`src/rtl/video_pkg.sv`:
```
// Shared types and default SVGA 800x600@60 (40 MHz) timing for the video output path.
package video_pkg;

    typedef enum logic [1:0] {
        PhActive = 2'd0,
        PhFront  = 2'd1,
        PhSync   = 2'd2,
        PhBack   = 2'd3
    } phase_e;

    typedef logic [23:0] rgb_t;

    localparam rgb_t RGB_BLACK = 24'h000000;

    localparam int unsigned SVGA_H_ACTIVE = 800;
    localparam int unsigned SVGA_H_FP     = 40;
    localparam int unsigned SVGA_H_SYNC   = 128;
    localparam int unsigned SVGA_H_BP     = 88;
    localparam int unsigned SVGA_V_ACTIVE = 600;
    localparam int unsigned SVGA_V_FP     = 1;
    localparam int unsigned SVGA_V_SYNC   = 4;
    localparam int unsigned SVGA_V_BP     = 23;
    localparam bit          SVGA_HSYNC_POL = 1'b1;
    localparam bit          SVGA_VSYNC_POL = 1'b1;
    localparam int unsigned SVGA_CNT_W    = 11;

    function automatic phase_e phase_after(input phase_e p);
        unique case (p)
            PhActive: return PhFront;
            PhFront:  return PhSync;
            PhSync:   return PhBack;
            PhBack:   return PhActive;
        endcase
    endfunction

endpackage

```
`src/rtl/video_axis_seq.sv`:
```
// One raster axis: ACTIVE -> FRONT -> SYNC -> BACK phase FSM with a down-counter
// reloaded to len-1 on entry to each phase; steps only when advance is high.
module video_axis_seq
    import video_pkg::*;
#(
    parameter int unsigned CNT_W = 11
) (
    input  logic           Clock,
    input  logic           Reset,
    input  logic           advance,
    input  logic [CNT_W:0] len_active,
    input  logic [CNT_W:0] len_front,
    input  logic [CNT_W:0] len_sync,
    input  logic [CNT_W:0] len_back,
    output phase_e         phase,
    output logic           first,
    output logic           last
);

    phase_e           phase_q, phase_d;
    logic [CNT_W-1:0] count_q, count_d;

    // Lengths may equal 2^CNT_W, so len-1 is formed at CNT_W+1 bits and then narrowed.
    function automatic logic [CNT_W-1:0] len_m1(input logic [CNT_W:0] len);
        return CNT_W'(len - (CNT_W + 1)'(1));
    endfunction

    function automatic logic [CNT_W:0] sel_len(input phase_e p,
                                               input logic [CNT_W:0] la,
                                               input logic [CNT_W:0] lf,
                                               input logic [CNT_W:0] ls,
                                               input logic [CNT_W:0] lb);
        unique case (p)
            PhActive: return la;
            PhFront:  return lf;
            PhSync:   return ls;
            PhBack:   return lb;
        endcase
    endfunction

    always_ff @(posedge Clock) begin
        if (Reset) begin
            phase_q <= PhActive;
            count_q <= len_m1(len_active);
        end else begin
            phase_q <= phase_d;
            count_q <= count_d;
        end
    end

    always_comb begin
        phase_d = phase_q;
        count_d = count_q;
        if (advance) begin
            if (count_q == '0) begin
                phase_d = phase_after(phase_q);
                count_d = len_m1(sel_len(phase_d, len_active, len_front, len_sync, len_back));
            end else begin
                count_d = count_q - CNT_W'(1);
            end
        end
    end

    always_comb begin
        phase = phase_q;
        last  = (count_q == '0);
        first = (count_q == len_m1(sel_len(phase_q, len_active, len_front, len_sync,
                                           len_back)));
    end

endmodule

```
`src/rtl/video_timing_out.sv`:
```
// Raster timing generator and output register stage for the display encoder: requests one
// pixel per active cycle and registers pixel, sync, data-enable and frame-start together.
module video_timing_out
    import video_pkg::*;
#(
    parameter int unsigned H_ACTIVE  = SVGA_H_ACTIVE,
    parameter int unsigned H_FP      = SVGA_H_FP,
    parameter int unsigned H_SYNC    = SVGA_H_SYNC,
    parameter int unsigned H_BP      = SVGA_H_BP,
    parameter int unsigned V_ACTIVE  = SVGA_V_ACTIVE,
    parameter int unsigned V_FP      = SVGA_V_FP,
    parameter int unsigned V_SYNC    = SVGA_V_SYNC,
    parameter int unsigned V_BP      = SVGA_V_BP,
    parameter bit          HSYNC_POL = SVGA_HSYNC_POL,
    parameter bit          VSYNC_POL = SVGA_VSYNC_POL,
    parameter int unsigned CNT_W     = SVGA_CNT_W
) (
    input  logic        Clock,
    input  logic        Reset,
    input  logic [23:0] video,
    output logic        VideoReady,
    output logic [23:0] PixelOut,
    output logic        DataEnable,
    output logic        HSync,
    output logic        VSync,
    output logic        FrameStart
);

    localparam int unsigned LEN_W = CNT_W + 1;

    localparam logic [CNT_W:0] H_ACTIVE_LEN = LEN_W'(H_ACTIVE);
    localparam logic [CNT_W:0] H_FP_LEN     = LEN_W'(H_FP);
    localparam logic [CNT_W:0] H_SYNC_LEN   = LEN_W'(H_SYNC);
    localparam logic [CNT_W:0] H_BP_LEN     = LEN_W'(H_BP);
    localparam logic [CNT_W:0] V_ACTIVE_LEN = LEN_W'(V_ACTIVE);
    localparam logic [CNT_W:0] V_FP_LEN     = LEN_W'(V_FP);
    localparam logic [CNT_W:0] V_SYNC_LEN   = LEN_W'(V_SYNC);
    localparam logic [CNT_W:0] V_BP_LEN     = LEN_W'(V_BP);

    phase_e h_phase, v_phase;
    logic   h_first, h_last;
    logic   v_first, v_last_unused;
    logic   line_end;
    logic   video_ready;

    rgb_t   pixel_q, pixel_d;
    logic   de_q, de_d;
    logic   hsync_q, hsync_d;
    logic   vsync_q, vsync_d;
    logic   fs_q, fs_d;

    video_axis_seq #(
        .CNT_W (CNT_W)
    ) u_h_seq (
        .Clock      (Clock),
        .Reset      (Reset),
        .advance    (1'b1),
        .len_active (H_ACTIVE_LEN),
        .len_front  (H_FP_LEN),
        .len_sync   (H_SYNC_LEN),
        .len_back   (H_BP_LEN),
        .phase      (h_phase),
        .first      (h_first),
        .last       (h_last)
    );

    // The vertical axis counts lines, so it steps only on the final cycle of each line.
    assign line_end = (h_phase == PhBack) && h_last;

    video_axis_seq #(
        .CNT_W (CNT_W)
    ) u_v_seq (
        .Clock      (Clock),
        .Reset      (Reset),
        .advance    (line_end),
        .len_active (V_ACTIVE_LEN),
        .len_front  (V_FP_LEN),
        .len_sync   (V_SYNC_LEN),
        .len_back   (V_BP_LEN),
        .phase      (v_phase),
        .first      (v_first),
        .last       (v_last_unused)
    );

    // Decoded from sequencer state only, never from video, so the source sees no loop.
    assign video_ready = (h_phase == PhActive) && (v_phase == PhActive) && !Reset;

    always_comb begin
        de_d    = video_ready;
        pixel_d = video_ready ? video : RGB_BLACK;
        hsync_d = (h_phase == PhSync) ? HSYNC_POL : ~HSYNC_POL;
        vsync_d = (v_phase == PhSync) ? VSYNC_POL : ~VSYNC_POL;
        fs_d    = video_ready && h_first && v_first;
    end

    always_ff @(posedge Clock) begin
        if (Reset) begin
            pixel_q <= RGB_BLACK;
            de_q    <= 1'b0;
            hsync_q <= ~HSYNC_POL;
            vsync_q <= ~VSYNC_POL;
            fs_q    <= 1'b0;
        end else begin
            pixel_q <= pixel_d;
            de_q    <= de_d;
            hsync_q <= hsync_d;
            vsync_q <= vsync_d;
            fs_q    <= fs_d;
        end
    end

    assign VideoReady = video_ready;
    assign PixelOut   = pixel_q;
    assign DataEnable = de_q;
    assign HSync      = hsync_q;
    assign VSync      = vsync_q;
    assign FrameStart = fs_q;

endmodule

```
`config.mk`:
```
export PLATFORM = sky130hd
export DESIGN_NAME = video_timing_out
export DESIGN_NICKNAME = d
export VERILOG_FILES = /design/src/rtl/video_pkg.sv /design/src/rtl/video_axis_seq.sv /design/src/rtl/video_timing_out.sv
export SDC_FILE = /design/constraint.sdc
export NUM_CORES = 1
export LEC_CHECK = 0
export CORE_MARGIN = 2
export CORE_UTILIZATION = 40
export DETAILED_ROUTE_END_ITERATION = 10
export MAX_ROUTING_LAYER = met4
export SLEW_MARGIN = 0
export SYNTH_ARGS = -nofsm -noshare
export SYNTH_HDL_FRONTEND = slang
export SYNTH_SLANG_ARGS = --single-unit
```
`constraint.sdc`:
```
create_clock -name Clock -period 2.8 [get_ports Clock]
set_input_delay 0.28 -clock Clock [delete_from_list [all_inputs] [get_ports Clock]]
set_output_delay 0.28 -clock Clock [all_outputs]
set_load 0.01 [all_outputs]
```
Word level (Yosys, flattened, before mapping) --
Index checks and enable logic that the tools add are counted.
Operators by class: bitwise operators 1, multiplexer cells 16, add/sub/neg operators 6, equality and inequality tests 14, reduce and logical (&&, ||, !) cells 14
Operator list (number):
- 11-bit one-hot mux with 4 select lines | 4
- 11-bit by 1-bit subtractor with 11-bit output (second input constant) | 6
- 11-bit two-way mux | 5
- 11-bit == test | 2
- 11-bit zero test | 2
- 2-bit == test (second input constant) | 8
- 2-bit one-hot mux with 4 select lines | 2
- 2-bit by 1-bit == test with 1-bit output (second input constant) | 4
- 2-bit zero test | 4
- 2-bit two-way mux | 3
- 1-bit logical AND | 5
- 1-bit two-way mux | 2
- 2-bit AND reduction | 1
- 2-bit OR reduction | 1
- 1-bit zero test | 1
- 1-bit inverter | 1
Word-level totals: word-level logic and storage cells 60, register bits 54

Longest topological paths before layout --
word-level depth 10, depth in mapped cells 11, gate-level depth less buffers 11

Cells and area by module --
Synthesis repeated with hierarchy kept, for this count alone.
Second synthesis, totals: cells, all modules 510, area total of the unflattened synthesis 4526.8 sq um
Modules (own cells, without submodules):
- video_axis_seq (u_h_seq) | cells each 210, area an instance 1769.2 sq um, instances 1, seq. area each 370.4 sq um
- video_axis_seq (u_v_seq) | cells each 203, area an instance 1689.1 sq um, instances 1, seq. area each 370.4 sq um
- video_timing_out | cells each 97, area an instance 1068.5 sq um, instances 1, seq. area each 560.5 sq um

Worst setup path before layout --
OpenSTA, ideal clock, no wires.
path kind reg-to-reg, from register u_v_seq.count_q[5], to register u_v_seq.count_q[8], required time 2.672 ns, buffers on the path 2, arrival time 2.135 ns, slack 0.538 ns, stages on the path, launching flop included 12, clock period less this slack 2.262 ns, path through dfxtp_1 clkbuf_1 nor4_2 and3_1 clkbuf_1 a21oi_1 ha_1 nand2b_1 a311oi_1 o2111ai_1 xor2_1 nor2_1
On the way: cells in the longest elaborated chain, start to end 2, elaborated cells between the ends (all ways) 3, those cells by class add/sub: 1; mux: 1; reduce/logical: 1
RTL lines:
- start: declaration | line video_axis_seq.sv:21 | logic [CNT_W-1:0] count_q, count_d;
- start signal: assignment | line video_axis_seq.sv:44 | count_q <= len_m1(len_active);
- start signal: assignment | line video_axis_seq.sv:47 | count_q <= count_d;
- 11-bit by 1-bit subtractor with 11-bit output or 11-bit zero test (tied branches) | line video_axis_seq.sv:59, video_axis_seq.sv:55
- 11-bit two-way mux * | line video_axis_seq.sv:55 | if (count_q == '0) begin
Mark *: on every way between the ends. The rest lies on a longest branch, timed or not. A chain may end at the register's enable or synchronous reset.

Worst setup path in the final report --
from register u_v_seq.phase_q[0], in the netlist u_v_seq.phase[0], to register u_v_seq.count_q[10]
On the way: cells in the longest elaborated chain, start to end 10, elaborated cells between the ends (all ways) 16, those cells by class add/sub: 1; eq/ne: 6; mux: 7; reduce/logical: 2
RTL lines:
- start: declaration | line video_axis_seq.sv:20 | phase_e phase_q, phase_d;
- start signal: assignment | line video_axis_seq.sv:43 | phase_q <= PhActive;
- start signal: assignment | line video_axis_seq.sv:46 | phase_q <= phase_d;
- 2-bit == test, or another cell as far along | line video_pkg.sv:28 | unique case (p)
- 2-bit one-hot mux with 4 select lines * | line video_pkg.sv:28
- 2-bit two-way mux * | line video_axis_seq.sv:55
- 2-bit two-way mux * | line video_axis_seq.sv:54 | if (advance) begin
- 2-bit == test, or another cell as far along
- 11-bit one-hot mux with 4 select lines * | line video_axis_seq.sv:33 | unique case (p)
- 11-bit two-way mux * | line video_axis_seq.sv:55
- 11-bit two-way mux * | line video_axis_seq.sv:54
- 11-bit by 1-bit subtractor with 11-bit output * | line video_axis_seq.sv:25 | return CNT_W'(len - (CNT_W + 1)'(1));
- 11-bit two-way mux * | line video_axis_seq.sv:55
Mark *: on every way between the ends. The rest lies on a longest branch, timed or not. The select of a mux whose other input is x is not followed.

==> impl_metrics.tcl <==
set metrics [dict create \
    status "finished clean" \
    grt.total_usage 0.1811 \
    routed_wirelength_um 6069 \
    vias 2227 \
    die_w_um 85.42 \
    fin_setup_tns_ps 0 \
    finalCritPeriodShare 0.8653 \
    cts.sinks 54 \
    drt-wirelength-per-cell_um 14.59 \
    yosysSeqAreaShare 0.4077 \
    pwr-share-comb 0.098 \
    ir_worst_vdd_uv 208.1 \
    power_density_mw_per_mm2 402.7 \
    drc 0 \
    pwr-share-clk 0.310 \
    period_needed_ps 2423 \
    placedCellCount 409 \
    synth_top_family_by_area "simple AND/OR/NAND/NOR gates" \
    hold_path.class "in -> reg" \
    p_int_mw 1.049 \
    synth_xor_area_frac 0.04625 \
    io_pins 55 \
    fin_nets 381 \
    clkSlewWorstSetupHoldPaths_ps 90 \
    crit_required_ps 2990 \
    synthArstFlopShare 0 \
    clk_path_buf_depth 2 \
    synth.distinct_cells 53 \
    synthAdderAreaFrac 0.07551 \
    drive_gt1_frac 0.07375 \
    diodes 0 \
    core_area_mm2 0.006386 \
    power_switching_mw 0.3039 \
    fp.dieArea_mm2 0.007296 \
    rows 29 \
    relSlewSlack 0.6903 \
    synth.area.mux_share 0.007551 \
    finClkSkew_ps 7.352 \
    start_kind "flip-flop" \
    seq_power_share 0.592 \
    syn_area_mm2 0.002651 \
    post-cts-setup-buffers 0 \
    routed_via_density 5.353 \
    final_cells 416 \
    synth_flop_cell "dfxtp_1" \
    first_global_vias 2069 \
    antenna_found_initial 0 \
    cts_buffers 5 \
    drv_slew 0 \
    finalHoldViolCount 0 \
    setup_violations 0 \
    ys_warn_count 0 \
    swShare 0.2247 \
    fmaxAchievable_mhz 412.7 \
    dp_hpwl_um 4480 \
    ant_nets 0 \
    pre_cts_ws_ps 277.3 \
    ctsHoldBuffers 0 \
    r2r_cells 11 \
    min_path_cells 2 \
    clk_latency_ps 300 \
    max_cap_violations 0 \
    syn-num-nets 328 \
    grt_max_degree 33 \
    rsz0062_at_grt "false" \
    worstMarginPinSlew_ps 460.6 \
    static-leakage-power_nw 1.251 \
    first_iter_violations 101 \
    grt_pass1_wl_um 10360 \
    initial_core_util 0.4152 \
    io_buffers 54 \
    arrival_ps 2620 \
    synth-compound-area-share 0.1269 \
    synth_edf_count 0 \
    htreeDepth 2 \
    grt.overflow.total 0 \
    syn_to_final_growth_pct 26.71 \
    ys_ff_latch 54 \
    timing.final.ws_setup_ps 377.1 \
    end_kind "flip-flop" \
    synth-simple-area-share 0.3034 \
    cp_max_fo 8 \
    first_pass_iters 4 \
    synth_cells 286 \
    avgSynthCellArea_um2 9.270 \
    final_core_utilization 0.5261 \
    die_height_um 85.42 \
    cts_tree "done" \
    place.gp.congestion 0.9552 \
    clockRootBuffer "clkbuf_8" \
    worst-setup-path-type "reg -> reg" \
]
-- final timing paths --
check	from	end	slack (ps)
worst max-delay path	u_v_seq.phase[0]$_SDFFE_PP0P_	u_v_seq.count_q[10]$_SDFFE_PP0P_	380
worst min-delay path	video[14]	PixelOut[14]$_SDFF_PP0_	530
worst max register to register	u_v_seq.phase[0]$_SDFFE_PP0P_	u_v_seq.count_q[10]$_SDFFE_PP0P_	380
worst min register to register	u_h_seq.phase[1]$_SDFFE_PP0N_	u_h_seq.phase[1]$_SDFFE_PP0N_	530
-- sequential cells by signal, summed over array words and instances (netlist names) --
name             count
HSync                1
VSync                1
u_v_seq.phase        2
FrameStart           1
DataEnable           1
u_h_seq.phase        2
u_v_seq.count_q     11
u_h_seq.count_q     11
PixelOut            24
-- area by class of cell --
| class | count | area [um2] |
|---|---|---|
| Clock inverter | 2 | 15.01 |
| Timing Repair Buffer | 60 | 585.6 |
| Multi-Input combinational cell | 212 | 1490 |
| Clock buffer | 5 | 68.82 |
| Inverter | 6 | 22.52 |
| Tap cell | 77 | 96.34 |
| Fill cell | 630 | 3027 |
| Sequential cell | 54 | 1081 |
-- what timing repair did --
action                                  4_1_cts  5_1_grt
endpoints found under the setup margin        0        3
resized for setup                             0        1
endpoints found under the hold margin         0        0
-- worst max-delay path, stage by stage, from the launching register on --
cell       delay (ps)
dfxtp_1           420
inv_1             110
ha_1              290
nor2_1            190
nor3_1             80
nor2_1             90
ha_1              260
nand2b_1           90
a311oi_2          370
o2111ai_1         190
xor2_1            160
nor2_1             50
-- per-layer routing --
layer  global-route usage  wire [um]  part of all wire  vias up
met5                    -          0                 0        -
met4              0.04762         67             0.011        0
met3              0.03405        393             0.065        5
met2               0.2656       2602              0.43       74
met1               0.2559       3006              0.50     1031
li1                     -          -                 -     1117
-- power by group through the flow --
stage               logic, mW  clock network [mW]  registers [mW]
global placement        0.134                   0           0.819
CTS                     0.135               0.443           0.802
global route            0.145               0.468           0.804
detailed placement      0.134                   0           0.820
floorplan              0.0359                   0           0.830
finish                  0.132               0.419           0.801
-- kinds of logic after synthesis --
family / count (synthesis)
and+or+nand+nor: 132
muxes: 2
AOI/OAI and AO/OA: 48
adders and majority gates: 16
xor gates and xnor gates: 14
buffers and inverters: 20
DFF: 54
-- synth_stat cells, types with 6 or more instances --
| library cell | instances | share of area |
|---|---|---|
| dfxtp_1 | 54 | 0.41 |
| nor2_1 | 27 | 0.038 |
| and2_1 | 24 | 0.057 |
| ha_1 | 16 | 0.076 |
| nand2_1 | 13 | 0.018 |
| a21oi_1 | 11 | 0.021 |
| nor3_1 | 11 | 0.021 |
| clkbuf_1 | 10 | 0.014 |
| or3_1 | 10 | 0.024 |
| xor2_1 | 9 | 0.030 |
| o21ai_0 | 7 | 0.013 |
| inv_1 | 6 | 0.0085 |
| nand2b_1 | 6 | 0.014 |
| nand3_1 | 6 | 0.011 |
-- placed cells by master, fill, tap and decap left out, types with 6 or more instances in the layout --
master / count
xor2_1: 9
nand2_1: 13
nor3_1: 11
nand2b_1: 6
nor2_1: 27
o21ai_0: 7
and2_1: 24
inv_1: 6
buf_4: 6
ha_1: 16
a21oi_1: 11
clkdlybuf4s50_1: 54
nand3_1: 6
or3_1: 10
dfxtp_1: 54
-- through the flow --
stage	power, mW	hold slack, ps	instance area (um2)
floorplan	0.8659	401.7	2651
global placement	0.9532	508.0	3269
detailed placement	0.9536	518.0	3269
CTS	1.380	515.1	3353
global route	1.417	507.3	3359
finish	1.353	526.5	3359
Note: power is estimated with default switching activity, not from simulation.
